`src/rtl/elliptic_curve_structs.sv`:
```
// Shared curve types, MSM state enum and GF(p) helpers.
// Curve: y^2 = x^3 + x + 250 over GF(251).
package elliptic_curve_structs;
  localparam int unsigned P_WIDTH      = 8;
  localparam int unsigned SCALAR_WIDTH = 8;
  localparam logic [P_WIDTH-1:0] P_MOD   = 8'd251;
  localparam logic [P_WIDTH-1:0] CURVE_A = 8'd1;

  typedef struct packed {
    logic [P_WIDTH-1:0] x;
    logic [P_WIDTH-1:0] y;
  } curve_point_t;

  typedef enum logic [2:0] {IDLE, SCAN, DBL, ADD, ACC, OUT} msm_state_t;
  typedef enum logic [1:0] {A_IDLE, A_INV, A_FIN} add_state_t;

  function automatic logic [P_WIDTH-1:0] fadd(input logic [P_WIDTH-1:0] a,
                                              input logic [P_WIDTH-1:0] b);
    logic [P_WIDTH:0] s;
    s = {1'b0, a} + {1'b0, b};
    if (s >= {1'b0, P_MOD}) s = s - {1'b0, P_MOD};
    return s[P_WIDTH-1:0];
  endfunction

  function automatic logic [P_WIDTH-1:0] fsub(input logic [P_WIDTH-1:0] a,
                                              input logic [P_WIDTH-1:0] b);
    logic [P_WIDTH:0] d;
    d = {1'b0, a} + {1'b0, P_MOD} - {1'b0, b};
    if (d >= {1'b0, P_MOD}) d = d - {1'b0, P_MOD};
    return d[P_WIDTH-1:0];
  endfunction

  function automatic logic [P_WIDTH-1:0] fmul(input logic [P_WIDTH-1:0] a,
                                              input logic [P_WIDTH-1:0] b);
    logic [2*P_WIDTH-1:0] pr;
    pr = ({{P_WIDTH{1'b0}}, a} * {{P_WIDTH{1'b0}}, b}) % {{P_WIDTH{1'b0}}, P_MOD};
    return pr[P_WIDTH-1:0];
  endfunction
endpackage

```
`src/rtl/ec_point_add.sv`:
```
// Affine point adder with start/done handshake; handles P==Q and flags
// an infinite result. Slope denominator is inverted as d^(p-2), one exponent bit per cycle.
module ec_point_add
  import elliptic_curve_structs::*;
(
  input  logic         clk,
  input  logic         rst_n,
  input  logic         start,
  input  curve_point_t p,
  input  curve_point_t q,
  output logic         done,
  output curve_point_t r,
  output logic         r_inf
);
  localparam logic [P_WIDTH-1:0] INV_EXP = P_MOD - P_WIDTH'(2);
  localparam int unsigned BW = $clog2(P_WIDTH);

  add_state_t state, state_nx;
  logic [P_WIDTH-1:0] px, py, qx, num, den, inv;
  logic [BW-1:0] bit_idx;
  logic inf_q;

  logic same_x, inf_case;
  logic [P_WIDTH-1:0] px_sq, sq, inv_step, lambda, x3, y3;

  assign same_x   = (p.x == q.x);
  assign inf_case = same_x && (fadd(p.y, q.y) == '0);
  assign px_sq    = fmul(p.x, p.x);
  assign sq       = fmul(inv, inv);
  assign inv_step = INV_EXP[bit_idx] ? fmul(sq, den) : sq;
  assign lambda   = fmul(num, inv);
  assign x3       = fsub(fsub(fmul(lambda, lambda), px), qx);
  assign y3       = fsub(fmul(lambda, fsub(px, x3)), py);

  assign done  = (state == A_FIN);
  assign r     = {x3, y3};
  assign r_inf = inf_q;

  always_comb begin
    state_nx = state;
    case (state)
      A_IDLE:  if (start) state_nx = inf_case ? A_FIN : A_INV;
      A_INV:   if (bit_idx == '0) state_nx = A_FIN;
      A_FIN:   state_nx = A_IDLE;
      default: state_nx = A_IDLE;
    endcase
  end

  always_ff @(posedge clk or negedge rst_n) begin
    if (!rst_n) begin
      state   <= A_IDLE;
      px      <= '0;
      py      <= '0;
      qx      <= '0;
      num     <= '0;
      den     <= '0;
      inv     <= '0;
      bit_idx <= '0;
      inf_q   <= 1'b0;
    end else begin
      state <= state_nx;
      case (state)
        A_IDLE: if (start) begin
          px      <= p.x;
          py      <= p.y;
          qx      <= q.x;
          inf_q   <= inf_case;
          inv     <= P_WIDTH'(1);
          bit_idx <= BW'(P_WIDTH - 1);
          // tangent slope (3x^2+a)/2y for doubling, chord slope otherwise
          if (same_x) begin
            num <= fadd(fadd(fadd(px_sq, px_sq), px_sq), CURVE_A);
            den <= fadd(p.y, p.y);
          end else begin
            num <= fsub(q.y, p.y);
            den <= fsub(q.x, p.x);
          end
        end
        A_INV: begin
          inv     <= inv_step;
          bit_idx <= bit_idx - BW'(1);
        end
        default: ;
      endcase
    end
  end
endmodule

```
`src/rtl/msm_stream.sv`:
```
// Streaming multi-scalar multiplication: accumulates sum(x_i * G_i) over a
// sequence of pairs using MSB-first double-and-add and one shared point adder.
module msm_stream
  import elliptic_curve_structs::*;
#(
  parameter int unsigned SCALAR_W = SCALAR_WIDTH,
  parameter int unsigned CNT_W    = 16
) (
  input  logic                clk,
  input  logic                Reset_n,
  input  logic                in_valid,
  output logic                in_ready,
  input  curve_point_t        in_G,
  input  logic [SCALAR_W-1:0] in_x,
  input  logic                in_last,
  output logic                out_valid,
  input  logic                out_ready,
  output curve_point_t        out_R,
  output logic                out_inf,
  output logic [CNT_W-1:0]    out_count
);
  localparam int unsigned IW = (SCALAR_W > 1) ? $clog2(SCALAR_W) : 1;

  msm_state_t state, state_nx;
  curve_point_t g_reg, g_nx, t_pt, t_nx, acc_pt, acc_nx, op_p, op_q, add_r;
  logic [SCALAR_W-1:0] x_reg, x_nx;
  logic [IW-1:0] bit_i, i_nx;
  logic [CNT_W-1:0] count, cnt_nx;
  logic last_reg, last_nx, t_inf, tinf_nx, acc_inf, ainf_nx;
  logic waiting, wait_nx, armed;
  logic add_start, add_done, add_inf;
  logic x_bit, bit_step, acc_step;

  assign x_bit     = x_reg[bit_i];
  assign in_ready  = armed && (state == IDLE);
  assign out_valid = (state == OUT);
  assign out_R     = acc_pt;
  assign out_inf   = acc_inf;
  assign out_count = count;

  ec_point_add adder (
    .clk   (clk),
    .rst_n (Reset_n),
    .start (add_start),
    .p     (op_p),
    .q     (op_q),
    .done  (add_done),
    .r     (add_r),
    .r_inf (add_inf)
  );

  always_comb begin
    state_nx  = state;
    g_nx      = g_reg;
    x_nx      = x_reg;
    last_nx   = last_reg;
    t_nx      = t_pt;
    tinf_nx   = t_inf;
    acc_nx    = acc_pt;
    ainf_nx   = acc_inf;
    i_nx      = bit_i;
    cnt_nx    = count;
    wait_nx   = waiting;
    add_start = 1'b0;
    op_p      = t_pt;
    op_q      = t_pt;
    bit_step  = 1'b0;
    acc_step  = 1'b0;
    case (state)
      IDLE: if (in_valid && in_ready) begin
        g_nx     = in_G;
        x_nx     = in_x;
        last_nx  = in_last;
        t_nx     = '0;
        tinf_nx  = 1'b1;
        i_nx     = IW'(SCALAR_W - 1);
        state_nx = SCAN;
      end
      SCAN: begin
        if (t_inf) begin
          if (x_bit) begin
            t_nx    = g_reg;
            tinf_nx = 1'b0;
          end
          bit_step = 1'b1;
        end else begin
          state_nx = DBL;
        end
      end
      DBL: begin
        if (!waiting) begin
          add_start = 1'b1;
          wait_nx   = 1'b1;
        end else if (add_done) begin
          wait_nx = 1'b0;
          t_nx    = add_r;
          tinf_nx = add_inf;
          if (x_bit) state_nx = ADD;
          else       bit_step = 1'b1;
        end
      end
      ADD: begin
        op_q = g_reg;
        // a doubling that landed on infinity leaves T+G = G without the adder
        if (t_inf) begin
          t_nx     = g_reg;
          tinf_nx  = 1'b0;
          bit_step = 1'b1;
        end else if (!waiting) begin
          add_start = 1'b1;
          wait_nx   = 1'b1;
        end else if (add_done) begin
          wait_nx  = 1'b0;
          t_nx     = add_r;
          tinf_nx  = add_inf;
          bit_step = 1'b1;
        end
      end
      ACC: begin
        op_p = acc_pt;
        op_q = t_pt;
        if (t_inf) begin
          acc_step = 1'b1;
        end else if (acc_inf) begin
          acc_nx   = t_pt;
          ainf_nx  = 1'b0;
          acc_step = 1'b1;
        end else if (!waiting) begin
          add_start = 1'b1;
          wait_nx   = 1'b1;
        end else if (add_done) begin
          wait_nx  = 1'b0;
          acc_nx   = add_r;
          ainf_nx  = add_inf;
          acc_step = 1'b1;
        end
      end
      OUT: if (out_ready) begin
        acc_nx   = '0;
        ainf_nx  = 1'b1;
        cnt_nx   = '0;
        state_nx = IDLE;
      end
      default: state_nx = IDLE;
    endcase

    if (bit_step) begin
      if (bit_i == '0) begin
        state_nx = ACC;
      end else begin
        i_nx     = bit_i - IW'(1);
        state_nx = SCAN;
      end
    end
    if (acc_step) begin
      cnt_nx   = count + CNT_W'(1);
      state_nx = last_reg ? OUT : IDLE;
    end
  end

  always_ff @(posedge clk or negedge Reset_n) begin
    if (!Reset_n) begin
      state    <= IDLE;
      armed    <= 1'b0;
      g_reg    <= '0;
      x_reg    <= '0;
      last_reg <= 1'b0;
      t_pt     <= '0;
      t_inf    <= 1'b1;
      acc_pt   <= '0;
      acc_inf  <= 1'b1;
      bit_i    <= '0;
      count    <= '0;
      waiting  <= 1'b0;
    end else begin
      state    <= state_nx;
      armed    <= 1'b1;
      g_reg    <= g_nx;
      x_reg    <= x_nx;
      last_reg <= last_nx;
      t_pt     <= t_nx;
      t_inf    <= tinf_nx;
      acc_pt   <= acc_nx;
      acc_inf  <= ainf_nx;
      bit_i    <= i_nx;
      count    <= cnt_nx;
      waiting  <= wait_nx;
    end
  end
endmodule

```
`config.mk`:
```
export PLATFORM = sky130hd
export DESIGN_NAME = msm_stream
export DESIGN_NICKNAME = d
export VERILOG_FILES = /design/src/rtl/elliptic_curve_structs.sv /design/src/rtl/ec_point_add.sv /design/src/rtl/msm_stream.sv
export SDC_FILE = /design/constraint.sdc
export NUM_CORES = 2
export LEC_CHECK = 0
export CAP_MARGIN = 20
export CORE_MARGIN = 5
export CORE_UTILIZATION = 27
export DETAILED_ROUTE_END_ITERATION = 10
export DONT_BUFFER_PORTS = 1
export GPL_TIMING_DRIVEN = 0
export MAX_ROUTING_LAYER = met4
export PLACE_DENSITY = 0.44
export SLEW_MARGIN = 30
export SYNTH_ARGS = -nofsm -noshare
export SYNTH_HDL_FRONTEND = slang
export SYNTH_SLANG_ARGS = --single-unit
```
`constraint.sdc`:
```
create_clock -name clk -period 68.7 [get_ports clk]
set_clock_uncertainty 0.15 [all_clocks]
set_input_delay 10.305 -clock clk [delete_from_list [all_inputs] [get_ports clk]]
set_output_delay 10.305 -clock clk [all_outputs]
set_load 0.01 [all_outputs]
```
Word level (Yosys, flattened, before mapping):

Memory sizes are Yosys's and may differ from the RTL's.
Cells that the tools add are included.

* register bits: 137
* ROM bits: 8
* bits of input ports: 29
* output and inout port bits: 35
* logic and storage cells: 232
* memories kept: 1

* $add $sub $neg: 31
* multiply operators: 6
* div/mod/pow operators: 6
* order comparisons: 13
* equal/unequal tests: 28
* mux-type cells: 97
* reduce and logical (&&, ||, !) cells: 26

Memories
* (name not given): words 8, width 1, read ports 1, clocked after Yosys merged registers in 0, wr ports 0, RTL line ec_point_add.sv:30 `assign inv_step = INV_EXP[bit_idx] ? fmul(sq, den) : sq;`

Operators by type and width (number)
* 16-bit two-way mux: 15
* 8-bit two-way mux: 21
* 9-bit by 8-bit >= comparator with 1-bit output, second input constant: 11
* 16-bit by 8-bit remainder unit with 16-bit output, second input constant: 6
* 8-bit by 8-bit multiplier with 16-bit output: 6
* 8-bit subtractor, second input constant: 11
* 16-bit case mux with 4 select lines: 1
* 8-bit by 8-bit adder with 9-bit output, second input constant: 6
* 9-bit by 8-bit subtractor with 9-bit output: 6
* 3-bit two-way mux: 15
* 8-bit by 8-bit adder with 9-bit output: 4
* 16-bit case mux with 2 select lines: 1
* 1-bit two-way mux: 31
* 16-bit by 1-bit adder with 16-bit output, second input constant: 1
* 2-bit != test, second input constant: 8
* 4-bit != test, second input constant: 4
* 8-bit case mux with 2 select lines: 1
* 3-bit case mux with 5 select lines: 1
* 4-bit AND reduction: 3
* 2-bit AND reduction: 5
* 8-bit by 1-bit adder with 9-bit output, second input constant: 1
* 3-bit zero test: 3
* 1-bit case mux with 3 select lines: 3
* 8-bit equality test: 1
* 28 further kinds: 42

Longest topological paths before layout:

* depth in word-level cells: 26
* mapped depth: 221
* gate-level depth less buffers: 208

Cells and area by module:

From an unflattened synthesis, not the netlist that was laid out.

* cell total of the unflattened synthesis: 4570
* area, all modules: 35049.9 µm²

By module, submodules not included
* ec_point_add: instances 1, cells an instance 4143, area an instance 30648.1 µm², seq. area each 1351.3 µm²
* msm_stream: instances 1, cells an instance 427, area an instance 4401.7 µm², seq. area each 2079.5 µm²

Least setup slack after synthesis:

No wires, ideal clock.

* kind: flip-flop to flip-flop
* from: reg adder.inv[5]
* to: reg t_pt[3] (netlist bit)
* library setup time: 130 ps
* arrival: 45389 ps
* required time: 68420 ps
* path slack: 23031 ps
* cell stages (with the launch flop): 204
* buffers on the path: 10
* clock period less this slack: 45669 ps
* cell sequence: dfrtp_1 > clkbuf_1 > clkbuf_1 > nand2_1 > fa_1 > fa_1 > inv_1 > fa_1 > inv_1 > fa_1 > inv_1 > ha_1 > a21o_1 > a31o_4 > o211ai_1 > nand3_1 > a2111oi_1 > and3_1 > [... 168 more ...] > o41a_1 > mux2_2 > ha_1 > ha_1 > fa_1 > a21o_1 > a21oi_1 > o21bai_1 > a21oi_1 > xnor2_1 > a31oi_1 > nor2_1 > xor2_1 > nor2_1 > a21oi_1 > nor2_1 > a21oi_1 > o21ai_0

* cells in the longest elaborated chain, start to end: 25
* elaborated cells on any way between the ends: 29
* classes of those cells: 11 x add/sub; 3 x mul; 3 x div; 4 x order compare; 8 x mux

RTL lines
* start: declaration: RTL line ec_point_add.sv:19 `logic [P_WIDTH-1:0] px, py, qx, num, den, inv;`
* start signal: assignment: RTL line ec_point_add.sv:80 `inv <= inv_step;`
* 8-bit by 8-bit multiplier with 16-bit output (*): RTL line elliptic_curve_structs.sv:36 `pr = ({{P_WIDTH{1'b0}}, a} * {{P_WIDTH{1'b0}}, b}) % {{P_WIDTH{1'b0}}, P_MOD};`
* 16-bit by 8-bit remainder unit with 16-bit output (*): RTL line elliptic_curve_structs.sv:36
* 8-bit by 8-bit multiplier with 16-bit output: RTL line elliptic_curve_structs.sv:36
* 16-bit by 8-bit remainder unit with 16-bit output: RTL line elliptic_curve_structs.sv:36
* 8-bit by 8-bit adder with 9-bit output: RTL line elliptic_curve_structs.sv:28 `d = {1'b0, a} + {1'b0, P_MOD} - {1'b0, b};`
* 9-bit by 8-bit subtractor with 9-bit output: RTL line elliptic_curve_structs.sv:28
* 8-bit subtractor / 9-bit by 8-bit >= comparator with 1-bit output (equally long branches): RTL line elliptic_curve_structs.sv:29 `if (d >= {1'b0, P_MOD}) d = d - {1'b0, P_MOD};`
* 8-bit two-way mux: RTL line elliptic_curve_structs.sv:29
* [... 9 more ...]
* 8-bit by 8-bit adder with 9-bit output (*): RTL line elliptic_curve_structs.sv:28
* 9-bit by 8-bit subtractor with 9-bit output (*): RTL line elliptic_curve_structs.sv:28
* 8-bit subtractor / 9-bit by 8-bit >= comparator with 1-bit output (equally long branches): RTL line elliptic_curve_structs.sv:29
* 8-bit two-way mux (*): RTL line elliptic_curve_structs.sv:29
* 16-bit two-way mux (*): RTL line msm_stream.sv:94, msm_stream.sv:112
* 16-bit two-way mux (*): RTL line msm_stream.sv:109 `end else if (!waiting) begin`
* 16-bit two-way mux: RTL line msm_stream.sv:105 `if (t_inf) begin`
* 16-bit case mux with 4 select lines (*): RTL line msm_stream.sv:69 `case (state)`
* end signal: assignment: RTL line msm_stream.sv:181 `t_pt <= t_nx;`
* end: declaration: RTL line msm_stream.sv:25 `curve_point_t g_reg, g_nx, t_pt, t_nx, acc_pt, acc_nx, op_p, op_q, add_r;`

Every way passes the cells marked *; elsewhere a longest branch is shown, timed or not.
A chain may end at the register's enable or synchronous reset.

Worst setup path in the final report:

* from: reg adder.inv[5]
* to: reg t_pt[1] (netlist bit)

The elaborated chain is that of the path after synthesis.

==> impl_metrics.json <==
{
  "synth_nets": 5075,
  "wl_mm": 96.0,
  "final_cell_mix": "484 x inv_1, 407 x nor2_1, 398 x nand2_1",
  "avgRoutedWirePerCell_um": 15.4,
  "cp_max_fo": 10,
  "ys_warn_count": 0,
  "grt-ovfl-total": 0,
  "slew_headroom_pct": 34.4,
  "hold_buffers": 0,
  "hold_path_class": "register to register",
  "grt_first_pass_wirelength_mm": 160,
  "finalSetupViolations": 0,
  "synth-compound-area-share_pct": 23.8,
  "holdWs_ns": 0.324,
  "first_pass_iters": 6,
  "final_common_cell": "inv_1",
  "io_buffers": 0,
  "via_count": 31500,
  "ctsResizeCount": 0,
  "leakage_uw": 0.0167,
  "core_area_sq_um": 128000,
  "whs_path_depth": 1,
  "layout_min_cycle_time_ns": 54.49,
  "yosys.area_share.simple_pct": 21.1,
  "path_clk_slew_ns": 0.07,
  "ff2ff_setup_slack_ns": 14.21,
  "cts_tree": "done",
  "antenna_found_initial": 0,
  "avgSynthCellArea_sq_um": 7.68,
  "netlist_instances": 4524,
  "slew_violations": 0,
  "synth_flop_cell": "dfrtp_1",
  "seq_area_frac_synth_pct": 9.88,
  "cts-root-buf": "clkbuf_16",
  "arrival_ns": 54.65,
  "start_util_pct": 27.2,
  "drv_cap": 0,
  "total_power_uw": 171,
  "worstHoldStart": "adder.bit_idx[0]$_DFFE_PN0P_",
  "die_area_sq_um": 136000,
  "synth_cell_type_count": 146,
  "clock_sinks": 137,
  "die_w_um": 369,
  "min_to": "adder.bit_idx[0]$_DFFE_PN0P_",
  "synthAdderAreaFrac_pct": 23.5,
  "grt_pass1_vias": 30800,
  "rsz0062_at_grt": "false",
  "fin_setup_tns_ns": 0,
  "synth_top_family_by_area": "compound AO/OA/AOI/OAI gates",
  "cts_buffers": 17,
  "critPathKind": "register to register",
  "grt_max_degree": 138,
  "powerDensity_nw_per_um2": 4.56,
  "grtUsageTotal_pct": 14.2,
  "synth_xor_area_share_pct": 10.1,
  "hold_violations": 0,
  "critPathBufInv": 22,
  "cp_common_cell": "ha_1",
  "path_delay_family": "compound AO/OA/AOI/OAI gates",
  "dr.first_iter.drc_count": 1648,
  "ant_nets": 0,
  "cp-start-kind": "register",
  "gp_congestion": 0.850,
  "rr_startpoint": "adder.inv[5]$_DFFE_PN0P_",
  "max_freq_mhz": 18.4,
  "post_cts_buffers": 0,
  "worstMarginPinSlew_ns": 0.980,
  "crit_slowest_cell": "o31ai_1",
  "async_flop_share_pct": 100,
  "clock_latency_ns": 0.45,
  "io_pins": 64,
  "r2r_cells": 200,
  "synth_edf_count": 0,
  "std_cell_rows": 131,
  "fin_crit_sh_pct": 79.3,
  "syn_to_final_growth_pct": 7.83,
  "netlist_area_sq_um": 34700,
  "clockBufferDepth": 2,
  "post-place-ws_ns": 14.29,
  "final_nets": 5094,
  "status": "finished clean",
  "avgViaCountPerCell": 5.06,
  "die_height_um": 369,
  "endpoint_kind": "register",
  "synthMuxAreaShare_pct": 4.90,
  "r2r-end": "t_pt[1]$_DFFE_PN0P_",
  "drc": 0,
  "max_stage_delay_ns": 0.78,
  "ys_seq_elements": 137,
  "drive_gt1_share_pct": 6.47,
  "cp_data_required_time_ns": 68.86,
  "cts_htree_levels": 4,
  "ir_drop_mv": 0.0134,
  "antenna_cells": 0,
  "detailed_place_hpwl_mm": 79.3,
  "setup_ws_ns": 14.21
}
-- kinds of logic (layout without fill, tap and decap cells) --
| group | count (synthesis) | after routing |
|---|---|---|
| other cells | 1 | 1 |
| compound gates | 1193 | 1193 |
| buf+inv | 613 | 645 |
| simple gates | 1489 | 1489 |
| xor+xnor | 391 | 391 |
| mux | 158 | 158 |
| flops | 137 | 137 |
| fa+ha+maj | 542 | 542 |
-- layout make-up --
class,instances,area [sq um]
fill,13800,90200
multi-input combinational,3774,29000
sequential,137,3430
tap,1662,2080
inverter,485,1820
buffer,128,522
clock buffer,20,447
clock inverter,12,108
-- report_power, final --
group          total (uW)  internal [uW]  switching (uW)
combinational      0.0487         0.0283         0.00564
clock                90.2           48.4            41.8
sequential           80.7           80.7         0.00835
total                 171            129            41.8
-- cells in the mapped netlist, drive strengths merged, types with 66 or more instances --
master	n	share of area, %
xor2	106	2.7
a21oi	292	4.3
o21ai	274	4.0
fa	191	11
ha	331	12
clkbuf	98	1.1
mux2i	86	2.5
dfrtp	135	9.7
and2	137	2.5
a21o	66	1.4
nor3	95	1.5
mux2	70	2.3
nand2	398	4.3
xnor2	284	7.3
nand3	109	1.6
nor2	411	4.5
inv	484	5.2
-- how the worst max path moves through the flow --
| stage | start | slack, ns | cells past startpoint | to |
|---|---|---|---|---|
| floorplan | adder.inv[5]$_DFFE_PN0P_ | 23.03 | 203 | t_pt[3]$_DFFE_PN0P_ |
| global placement | adder.inv[5]$_DFFE_PN0P_ | 14.36 | 200 | t_pt[2]$_DFFE_PN0P_ |
| detailed placement | adder.inv[5]$_DFFE_PN0P_ | 14.29 | 200 | t_pt[2]$_DFFE_PN0P_ |
| CTS | adder.inv[5]$_DFFE_PN0P_ | 14.03 | 199 | t_pt[2]$_DFFE_PN0P_ |
| global route | adder.inv[5]$_DFFE_PN0P_ | 9.34 | 202 | t_pt[2]$_DFFE_PN0P_ |
| finish | adder.inv[5]$_DFFE_PN0P_ | 14.21 | 200 | t_pt[1]$_DFFE_PN0P_ |
-- metal layers --
layer	up-vias	global-route usage (%)	routed length, um	part of all wire (%)
li1	16000	-	-	-
met1	15000	19.0	47100	49
met3	60	1.57	3160	3.3
met4	0	1.86	1050	1.1
met2	436	23.8	44700	47
met5	-	-	0	0
-- stage by stage --
step / instance area [sq um] / instances / util (%)
after global routing: 37400 / 6218 / 29.3
after global placement: 36800 / 6186 / 28.8
after CTS: 37400 / 6218 / 29.3
after floorplan: 34700 / 4524 / -
after detailed placement: 36900 / 6186 / 28.9
final: 37400 / 6218 / 29.3
Note: power is estimated with default switching activity, not from simulation.
